File: config.mk
export PLATFORM = sky130hd
export DESIGN_NAME = s_pea_out_buffer
export DESIGN_NICKNAME = d
export VERILOG_FILES = /design/src/rtl/s_pea_out_buffer.sv
export SDC_FILE = /design/constraint.sdc
export NUM_CORES = 1
export LEC_CHECK = 0
export CORE_MARGIN = 3
export CORE_UTILIZATION = 35
export DETAILED_ROUTE_END_ITERATION = 8
export HOLD_SLACK_MARGIN = 0.05
export PLACE_DENSITY = 0.54
export SLEW_MARGIN = 30
export SYNTH_ARGS = -nofsm -noshare
export SYNTH_HDL_FRONTEND = slang
export SYNTH_SLANG_ARGS = --single-unit
export TNS_END_PERCENT = 50
File: constraint.sdc
create_clock -name clk_i -period 6.4 [get_ports clk_i]
set_clock_uncertainty 0.15 [all_clocks]
set_input_delay 1.92 -clock clk_i [delete_from_list [all_inputs] [get_ports clk_i]]
set_output_delay 1.92 -clock clk_i [all_outputs]
set_load 0.02 [all_outputs]
File: src/rtl/s_pea_out_buffer.sv
// s_pea_out_buffer: captures PE results once, buffers them in a FIFO and streams them out with PEA backpressure.
// Optional element counter (m_last_o/done_o) is built when S_PEA_OUT_BUF_LAST_EN is defined.
module s_pea_out_buffer #(
    parameter int N_BITS = 32,
    parameter int DEPTH  = 8
) (
    input  logic              clk_i,
    input  logic              rst_i,
    input  logic              mage_done_i,
    input  logic              start_i,
    input  logic [15:0]       cfg_n_elems_i,
    input  logic [N_BITS-1:0] pe_res_i,
    input  logic              pe_valid_i,
    output logic              pea_ready_o,
    output logic [N_BITS-1:0] m_data_o,
    output logic              m_valid_o,
    output logic              m_last_o,
    input  logic              m_ready_i,
    output logic              done_o,
    output logic              ovf_o
);
    localparam int AW = $clog2(DEPTH);

    logic [AW:0]       wptr, rptr, count;
    logic [N_BITS-1:0] mem [DEPTH];
    logic              rdy_q, push, pop, full;

    assign count       = wptr - rptr;
    assign full        = count == (AW+1)'(DEPTH);
    // Two free slots: one for the push that may already be in flight.
    assign pea_ready_o = count <= (AW+1)'(DEPTH - 2);
    assign m_valid_o   = count != '0;
    assign m_data_o    = m_valid_o ? mem[rptr[AW-1:0]] : '0;
    // The PE holds its result while stalled, so only take it if we were ready last cycle.
    assign push        = pe_valid_i && rdy_q;
    assign pop         = m_valid_o && m_ready_i;

    always_ff @(posedge clk_i or posedge rst_i) begin
        if (rst_i) begin
            wptr  <= '0;
            rptr  <= '0;
            rdy_q <= 1'b0;
        end else if (mage_done_i) begin
            wptr  <= '0;
            rptr  <= '0;
            rdy_q <= 1'b0;
        end else begin
            rdy_q <= pea_ready_o;
            if (push && !full) wptr <= wptr + 1'b1;
            if (pop) rptr <= rptr + 1'b1;
        end
    end

    always_ff @(posedge clk_i) begin
        if (push && !full) mem[wptr[AW-1:0]] <= pe_res_i;
    end

    always_ff @(posedge clk_i or posedge rst_i) begin
        if (rst_i) ovf_o <= 1'b0;
        else if (push && full) ovf_o <= 1'b1;
        else if (start_i && !mage_done_i) ovf_o <= 1'b0;
    end

`ifdef S_PEA_OUT_BUF_LAST_EN
    typedef enum logic [1:0] {IDLE, RUN, LAST} state_t;

    state_t      state, state_n;
    logic [15:0] remaining, remaining_n;
    logic        done_n;

    assign m_last_o = (state == RUN) && (remaining == 16'd1) && m_valid_o;

    always_ff @(posedge clk_i or posedge rst_i) begin
        if (rst_i) begin
            state     <= IDLE;
            remaining <= '0;
            done_o    <= 1'b0;
        end else begin
            state     <= state_n;
            remaining <= remaining_n;
            done_o    <= done_n;
        end
    end

    // remaining == 0 means unbounded: it never decrements, so it never reaches 1.
    always_comb begin
        state_n     = state;
        remaining_n = remaining;
        done_n      = 1'b0;
        if (mage_done_i) begin
            state_n = IDLE;
        end else if (start_i) begin
            state_n     = RUN;
            remaining_n = cfg_n_elems_i;
        end else if (state == LAST) begin
            state_n = IDLE;
        end else if (state == RUN && pop) begin
            if (m_last_o) begin
                state_n = LAST;
                done_n  = 1'b1;
            end
            if (remaining != '0) remaining_n = remaining - 16'd1;
        end
    end
`else
    logic unused_cfg;

    assign unused_cfg = ^cfg_n_elems_i;
    assign m_last_o   = 1'b0;
    assign done_o     = 1'b0;
`endif

endmodule

==> run_results.csv <==
group,metric,value,unit
status,status,"finished, final reports clean",
clocking,cts_setup_buffers,0,
detailed_routing,drt_iter0_markers,410,
clocking,cts_buffers,28,
floorplanning,num_rows,62,
yosys,synth_area,10400,um2
sta,setup_violations,0,
floorplanning,num_io_pins,91,
min_path,hold_depth,2,
sta,finalCritPeriodShare,91.9,%
sta,worstMarginPinSlew,0.962,ns
yosys,synth_edf_count,256,
yosys,synthArstFlopShare,3.76,%
setup_path,cp-end-kind,"output pin",
setup_path,critPathMaxFanout,33,
setup_path,crit_path_start_kind,"flip-flop",
detailed_routing,final_antenna_net_count,0,
sta,max_freq,170,MHz
setup_path,cp_cell_sequence,"ha_1 -> inv_1 -> fa_1 -> xor2_1 -> or3_1 -> a21oi_4 -> buf_12 -> a21oi_1 -> clkdlybuf4s50_1",
yosys,yosysMostFrequentCell,"edfxtp_1",
placed_design,place.gp.congestion,0.713,
grt,grt_usage,14.1,%
sta,whs,0.368,ns
clocking,clk_path_buf_depth,3,
power_and_ir_drop,p_comb_share,37.4,%
yosys,synth_cell_types,45,
power_and_ir_drop,ir_worst_vdd,290,uV
min_path,hp-class,"reg -> reg",
detailed_routing,first_pass_iters,4,
power_and_ir_drop,powerDensity,456,nW/um2
placed_design,port_buffers,72,
floorplanning,initial_core_util,35.9,%
floorplanning,die_area,32000,um2
clocking,clock-sinks,266,
detailed_routing,wirelength,21.9,mm
setup_path,r2r-end,"mem[4][8]$_DFFE_PP_",
yosys,syn_inst,525,
power_and_ir_drop,p_switching,1.84,mW
clocking,cts_root_buf,"clkbuf_16",
final_layout,areaGrowthSynthToFinish,20.1,%
final_layout,drive_gt1_share,20.7,%
detailed_routing,drc,0,
yosys,syn_area_per_cell,19.9,um2
yosys,synth_warnings,0,
power_and_ir_drop,total_power,5.73,mW
detailed_routing,wl_per_cell,21.5,um
setup_path,r2r_cells,9,
job,maxCapViolCount,0,
detailed_routing,vias,5083,
yosys,yosys-top-cells-area,"edfxtp_1 74%, mux4_2 14%, nand2_1 2.4%",
detailed_routing,vias_per_cell,4.99,
clocking,clkTransAtPathRegs,0.06,ns
grt,first_global_vias,5486,
placed_design,hpwl,11.6,mm
yosys,synth_top_area_share,73.6,%
setup_path,cp_data_required_time,4.33,ns
floorplanning,die_h,179,um
setup_path,crit_arrival,3.81,ns
floorplanning,die_w,179,um
grt,grt-ovfl-total,0,
power_and_ir_drop,cellInternalPower,3.89,mW
sta,max_slew_margin,35.5,%
setup_path,slowest_delay,0.67,ns
final_layout,layout.nets,671,
setup_path,slowest_stage,"dfrtp_4",
yosys,synth_common_cells,"256 x edfxtp_1, 68 x nand2_1, 64 x mux4_2",
power_and_ir_drop,p_clk_share,26.5,%
yosys,synth-seq-cells,266,
power_and_ir_drop,power.leakage,3.95,nW
clocking,hold_buffers,0,
grt,grt_pass1_wl,33.3,mm
setup_path,path_class,"reg -> out",
setup_path,r2r_start,"rptr[0]$_DFFE_PP0P_",
floorplanning,core,29100,um2
sta,rsz0062_at_grt,"no",
clocking,h-tree-depth,1,
yosys,synth_top_area_cell,"edfxtp_1",
sta,slew_violations,0,
power_and_ir_drop,sequentialPowerShare,36.1,%
clocking,insertion_delay,0.53,ns
clocking,ctsResizeCount,0,
min_path,worstHoldStart,"ovf_o$_DFFE_PP0P_",
yosys,synth-seq-area-share,76.0,%
sta,setup_tns,0,ns
power_and_ir_drop,swShare,32.1,%
grt,grt_max_degree,67,
min_path,min_to,"ovf_o$_DFFE_PP0P_",
sta,hold_viol,0,
sta,fin_crit,5.88,ns
clocking,cts_tree,"done",
grt,antenna_found_initial,1,
yosys,ys.flop_type,"edfxtp_1",
setup_path,r2r_slack,2.63,ns
[layer usage]
layer / share of wire (%) / wire length (um) / global-route usage, % / vias up
met3: 5.9 / 1290 / 3.07 / 37
met1: 41 / 9090 / 17.9 / 2650
met4: 2.3 / 513 / 3.90 / 0
met5: 0 / 0 / 0 / -
met2: 50 / 11000 / 24.5 / 114
li1: - / - / - / 2282
[power by group through the flow]
stage / sequential, mW / combinational [mW] / clock [mW]
after floorplan: 2.07 / 1.35 / 0
after global placement: 2.10 / 2.18 / 0
after detailed placement: 2.11 / 2.18 / 0
after CTS: 2.07 / 2.19 / 1.56
after global routing: 2.08 / 2.30 / 1.64
final: 2.07 / 2.14 / 1.52
[cells in the final DEF (no fill, tap or decap), types with 3 or more instances in the layout]
cell | Yosys | routed
a21oi_1 | 34 | 34
buf_12 | 0 | 3
buf_4 | 9 | 7
clkbuf_1 | 11 | 8
clkbuf_16 | 0 | 29
clkdlybuf4s50_1 | 0 | 72
clkinv_1 | 0 | 9
clkinv_2 | 0 | 4
dfrtp_1 | 10 | 7
edfxtp_1 | 256 | 256
ha_1 | 5 | 5
inv_1 | 10 | 10
mux4_2 | 64 | 64
nand2_1 | 68 | 68
nor2_1 | 5 | 5
o21ai_0 | 3 | 3
or3_1 | 3 | 3
[stage by stage]
step	setup slack [ns]	instances	utilization [%]	instance area (um2)
after global routing	0.298	1017	43.1	12500
after detailed placement	1.04	965	40.1	11700
after CTS	0.450	1017	43.1	12500
after global placement	1.05	965	40.1	11700
after floorplan	0.452	526	-	10500
final	0.517	1019	43.1	12500
[flip-flops by register name (all words and copies together) (netlist names)]
register	flops
rdy_q	1
rptr	4
wptr	4
ovf_o	1
mem	256
[cell type report]
cell class | instances | area (um2)
multi-input cells | 221 | 2360
well taps | 384 | 480
clock inverters | 15 | 114
clock buffers | 37 | 756
fillers | 2537 | 16500
inverters | 10 | 37.5
flip-flops and latches | 266 | 7940
repair buffers | 84 | 856
diodes | 2 | 5.00
[worst max-delay path, delay by kind of cell, from the launching register on]
family / cells / cell delay (ns)
compound gates: 2 / 0.43
fa+ha+maj: 2 / 0.62
xor+xnor: 1 / 0.20
buf+inv: 3 / 0.91
flops: 1 / 0.67
simple gates: 1 / 0.40
[worst max-delay path by stage]
stage,from,end,slack (ns),cells past startpoint
final,rptr[0]$_DFFE_PP0P_,m_data_o[27],0.52,9
after global routing,rptr[0]$_DFFE_PP0P_,m_data_o[27],0.30,9
after CTS,rptr[0]$_DFFE_PP0P_,m_data_o[27],0.45,9
after detailed placement,rptr[0]$_DFFE_PP0P_,m_data_o[27],1.04,9
after global placement,rptr[0]$_DFFE_PP0P_,m_data_o[27],1.05,9
after floorplan,pe_valid_i,mem[0][0]$_DFFE_PP_,0.45,3
[cells by family (layout without fill, tap and decap cells)]
group / Yosys count / in the layout / share of synthesized area (%)
AOI/OAI and AO/OA: 50 / 50 / 3.08
xor gates and xnor gates: 3 / 3 / 0.252
adders and majority gates: 6 / 6 / 0.790
buffers and inverters: 39 / 146 / 1.86
DFF: 266 / 266 / 76.0
muxes: 66 / 66 / 14.0
other: 1 / 4 / 0.0359
and+or+nand+nor: 94 / 94 / 4.01
(Power assumes the default switching activity.)
